## src/rtl/level_meter_pkg.sv

```systemverilog
// Shared widths, mid-scale constant and control-state encoding for the level meter.
package level_meter_pkg;
  localparam int MID_SCALE = 2048;
  localparam int SAMPLE_W  = 12;
  localparam int MAG_W     = 11;
  localparam int LEVEL_W   = 6;

  typedef enum logic {
    ACCUM   = 1'b0,
    PUBLISH = 1'b1
  } state_e;
endpackage

```

## src/rtl/level_meter_abs_center.sv

```systemverilog
// Purely combinational distance of an unsigned ADC code from mid-scale (0..2047).
module abs_center
  import level_meter_pkg::*;
(
  input  logic [SAMPLE_W-1:0] sample_i,
  output logic [MAG_W-1:0]    mag_o
);
  // Above mid-scale: code-2048 is the low bits; below: 2047-code is their inverse.
  always_comb begin
    if (sample_i[SAMPLE_W-1]) mag_o = sample_i[MAG_W-1:0];
    else                      mag_o = ~sample_i[MAG_W-1:0];
  end
endmodule

```

## src/rtl/level_meter.sv

```systemverilog
// Windowed peak meter: 2-stage pipeline, publishes peak[10:5] every 2^WINDOW_LOG2 valid samples.
// Define LEVEL_METER_DECAY_EN to let the displayed level fall by at most one step per window.
module level_meter
  import level_meter_pkg::*;
#(
  parameter int WINDOW_LOG2 = 9
) (
  input  logic                dclk,
  input  logic                rst,
  input  logic                sample_valid,
  input  logic [SAMPLE_W-1:0] sample,
  output logic [LEVEL_W-1:0]  level,
  output logic                level_valid
);
  logic [MAG_W-1:0]       mag;
  logic [MAG_W-1:0]       s1_mag_q, s1_mag_d;
  logic                   s1_vld_q, s1_vld_d;
  logic [MAG_W-1:0]       peak_q, peak_d;
  logic [MAG_W-1:0]       win_peak_q, win_peak_d;
  logic [WINDOW_LOG2-1:0] cnt_q, cnt_d;
  logic [LEVEL_W-1:0]     level_q, level_d;
  logic                   level_vld_q, level_vld_d;
  state_e                 state_q, state_d;

  logic                   wrap;
  logic [MAG_W-1:0]       peak_max;
  logic [LEVEL_W-1:0]     win_lvl;

  abs_center u_abs_center (
    .sample_i (sample),
    .mag_o    (mag)
  );

  assign wrap     = s1_vld_q && (cnt_q == '1);
  assign peak_max = (s1_mag_q > peak_q) ? s1_mag_q : peak_q;
  assign win_lvl  = win_peak_q[MAG_W-1:MAG_W-LEVEL_W];

  always_comb begin
    s1_mag_d    = s1_mag_q;
    s1_vld_d    = sample_valid;
    peak_d      = peak_q;
    win_peak_d  = win_peak_q;
    cnt_d       = cnt_q;
    level_d     = level_q;
    level_vld_d = 1'b0;
    state_d     = state_q;

    if (sample_valid) s1_mag_d = mag;

    // Closing sample is folded into the latched window peak; clearing to 0
    // lets the next window's first magnitude become its starting peak.
    if (s1_vld_q) begin
      cnt_d = cnt_q + WINDOW_LOG2'(1);
      if (wrap) begin
        win_peak_d = peak_max;
        peak_d     = '0;
      end else begin
        peak_d     = peak_max;
      end
    end

    case (state_q)
      ACCUM: begin
        if (wrap) state_d = PUBLISH;
      end
      PUBLISH: begin
        state_d     = ACCUM;
        level_vld_d = 1'b1;
`ifdef LEVEL_METER_DECAY_EN
        if (win_lvl >= level_q)   level_d = win_lvl;
        else if (level_q != '0)   level_d = level_q - LEVEL_W'(1);
        else                      level_d = '0;
`else
        level_d = win_lvl;
`endif
      end
      default: state_d = ACCUM;
    endcase
  end

  always_ff @(posedge dclk or posedge rst) begin
    if (rst) begin
      s1_mag_q    <= '0;
      s1_vld_q    <= 1'b0;
      peak_q      <= '0;
      win_peak_q  <= '0;
      cnt_q       <= '0;
      level_q     <= '0;
      level_vld_q <= 1'b0;
      state_q     <= ACCUM;
    end else begin
      s1_mag_q    <= s1_mag_d;
      s1_vld_q    <= s1_vld_d;
      peak_q      <= peak_d;
      win_peak_q  <= win_peak_d;
      cnt_q       <= cnt_d;
      level_q     <= level_d;
      level_vld_q <= level_vld_d;
      state_q     <= state_d;
    end
  end

  assign level       = level_q;
  assign level_valid = level_vld_q;
endmodule
```

## config.mk

```make
export PLATFORM = sky130hd
export DESIGN_NAME = level_meter
export DESIGN_NICKNAME = d
export VERILOG_FILES = /design/src/rtl/level_meter_pkg.sv /design/src/rtl/level_meter_abs_center.sv /design/src/rtl/level_meter.sv
export SDC_FILE = /design/constraint.sdc
export NUM_CORES = 1
export LEC_CHECK = 0
export CAP_MARGIN = 20
export CELL_PAD_IN_SITES_DETAIL_PLACEMENT = 0
export CELL_PAD_IN_SITES_GLOBAL_PLACEMENT = 1
export CORE_MARGIN = 8
export CORE_UTILIZATION = 48
export CTS_BUF_LIST = sky130_fd_sc_hd__clkbuf_4 sky130_fd_sc_hd__clkbuf_8
export DETAILED_ROUTE_END_ITERATION = 16
export HOLD_SLACK_MARGIN = 0.12
export PLACE_DENSITY_LB_ADDON = 0.1
export SYNTH_ARGS = -nofsm -noshare
export SYNTH_HDL_FRONTEND = slang
export SYNTH_HIERARCHICAL = 1
export SYNTH_SLANG_ARGS = --single-unit
```

## constraint.sdc

```tcl
create_clock -name dclk -period 2.5 [get_ports dclk]
set_clock_uncertainty 0.2 [all_clocks]
set_input_delay 0.25 -clock dclk [delete_from_list [all_inputs] [get_ports dclk]]
set_output_delay 0.25 -clock dclk [all_outputs]
set_load 0.005 [all_outputs]
```

==> impl_metrics.toml <==
[timing]
final.setup.tns_ns = 0
fin_crit_sh_pct = 95.7
worst_pin_slew_ns = 0.576
period_minus_slack_ns = 2.39
maxSlewViolCount = 0
setup_viol = 0
grt_setup_unrepaired = "no"
clock.fmax_mhz = 418
hold_viol_final = 0
holdWs_ns = 0.198
slew-limit-headroom_pct = 61.5

[clocking]
cts_sinks = 46
tritoncts = "yes"
clkTransAtPathRegs_ns = 0.09
cts-root-buf = "clkbuf_8"
htree_levels = 2
clock_latency_ns = 0.31
clk_path_buf_depth = 2
hold_buffers = 0
numCtsBuffers = 5

[critical_path]
cp_max_fo = 7
startpoint_type = "flop"
end_kind = "flop"
cpPeakStageDelay_ns = 0.49
required_ns = 2.50
arrival_ns = 2.39
cp_cell_sequence = "ha_1 > a211oi_1 > nor2_1 > a2111o_1 > buf_4 > a31oi_1 > a21oi_1"
critPathKind = "reg -> reg"
crit_path_top_delay_cell = "a2111o_1"

[logic_synthesis]
seq_area_frac_synth_pct = 49.9
postSynth.asyncResetShare_pct = 100
syn_area_um2 = 2310
ys_top_cells_by_area = "dfrtp_1, mux2_2, ha_1, xnor2_1, a32o_2"
avgSynthCellArea_um2 = 12.3
synth-warning-count = 6
dominantRegCellSynth = "dfrtp_1"
synth_edf_count = 0
syn_inst = 188
synth_top_area_share_pct = 49.9
syn_nets = 216
synth.ff_latch_count = 46
yosysUniqueCellTypes = 33
synth_top_cell_by_area = "dfrtp_1"

[detailed_routing]
post_drt_wl_per_cell_um = 15.3
wirelength_mm = 4.11
final_antenna_net_count = 0
avgViaCountPerCell = 5.51
drtIter0Drc = 76
firstDrtPassIters = 4
drcViolationCount = 0
dr_total_vias = 1482

[grt]
grt_max_degree = 47
grt_pass1_wl_mm = 7.45
antenna_found_initial = 0
track_usage_pct = 12.4
grt.overflow.total = 0
grt_pass1_vias = 1575

[final_layout]
seq_area_um2 = 1150
final_nets = 242
multi_input_area_um2 = 1050
diodes = 0
layout_commonest_cell = "dfrtp_1"
area_growth_pct = 15.1
design_area_um2 = 2660
layout_common_cells = "dfrtp_1, clkdlybuf4s50_1, mux2_2, xnor2_1"
drive_gt1_share_pct = 22.8
nFillCells = 397

[floorplan]
die_x_um = 85.3
ios = 22
rows = 25
core_area_um2 = 4690
start_util_pct = 49.1
die_area_um2 = 7280
die_h_um = 85.3

[power_and_ir_drop]
power_leakage_nw = 1.21
ir_worst_vdd_mv = 0.309
power.density_nw_per_um2 = 891

[flow_run]
maxCapViolCount = 0

[min_path]
holdCritPathClass = "in -> async"

[placed_design]
dpl-instance-area_um2 = 2550
hpwl_mm = 3.11
gp_congestion = 0.881
numPortBuffers = 21

[status]
status = "finished, final reports clean"
[repair_timing]
action / 4_1_cts / 5_1_grt
gates resized for setup: 0 / 1
endpoints found under the setup margin: 0 / 12
endpoints found under the hold margin: 0 / 0
setup buffers: 0 / 1
[critical path, delay by kind of cell (launching register included)]
kind            cells  cell delay (ns)
compound gates      4             0.98
flops               1             0.43
fa+ha+maj           1             0.35
buf+inv             1             0.20
simple gates        1             0.12
[through the flow]
step,util (%),setup WS (ns),power (mW),cells
after detailed placement,54.3,0.0983,1.90,260
after global placement,54.3,0.186,1.85,260
after CTS,56.3,0.0820,2.35,268
after global routing,56.6,0.00926,2.54,269
after floorplan,-,0.358,1.69,188
final,56.6,0.107,2.36,269
[layer usage]
layer	track usage (%)	vias to the layer above	routed length, um
met2	20.2	35	1910
met4	3.34	0	38
met3	3.67	4	190
met5	0	-	0
li1	-	726	-
met1	15.7	717	1980
[state kept, by name (all words and copies together) (netlist names)]
| name | flops |
|---|---|
| level_valid | 1 |
| peak_q | 11 |
| level | 6 |
| cnt_q | 9 |
| s1_vld_q | 1 |
| win_peak_q | 6 |
| s1_mag_q | 11 |
| state_q | 1 |
[cell families (layout without fill, tap and decap cells)]
| kind of cell | count (synthesis) | count (layout) | share of synthesized area (%) |
|---|---|---|---|
| AOI/OAI and AO/OA | 38 | 38 | 13.2 |
| xor gates and xnor gates | 18 | 18 | 6.84 |
| adders and majority gates | 13 | 13 | 7.05 |
| buffers and inverters | 20 | 47 | 5.05 |
| DFF | 46 | 46 | 49.9 |
| muxes | 18 | 18 | 8.79 |
| and+or+nand+nor | 35 | 35 | 9.12 |
[synth_stat cells (2+ instances only)]
cell type / instances
nand4_1: 5
a31oi_1: 6
nand2_1: 8
mux2_2: 18
buf_6: 3
clkbuf_1: 2
inv_1: 12
xnor2_1: 14
nor2_1: 13
a32o_2: 10
xor2_1: 4
a21oi_1: 8
ha_1: 13
dfrtp_1: 46
o21ai_0: 8
[cell type report]
| cell class | count | area share (%) |
|---|---|---|
| Clock inverter | 3 | 0.801 |
| Timing Repair Buffer | 27 | 9.61 |
| Tap cell | 54 | 2.54 |
| Clock buffer | 5 | 2.59 |
| Inverter | 12 | 1.70 |
| Sequential cell | 46 | 43.4 |
| Multi-Input combinational cell | 122 | 39.4 |
[where the power goes]
part | internal (mW) | switching, mW | total, mW
sequential | 0.910 | 0.140 | 1.05
combinational | 0.430 | 0.429 | 0.859
clock | 0.197 | 0.259 | 0.456
[worst paths after layout]
kind                            cells after the start         from  slack, ns       endpoint
worst max-delay path                                7  s1_mag_q[8]       0.11  win_peak_q[6]
worst min-delay path                                3          rst       0.20       level[4]
worst max register to register                      7  s1_mag_q[8]       0.11  win_peak_q[6]
worst min register to register                      1     cnt_q[7]       0.27       cnt_q[7]
max in group asynchronous                           3          rst       1.51    s1_mag_q[8]
min in group dclk                                   1     cnt_q[7]       0.27       cnt_q[7]
No activity file was read; power rests on OpenSTA's default activity.
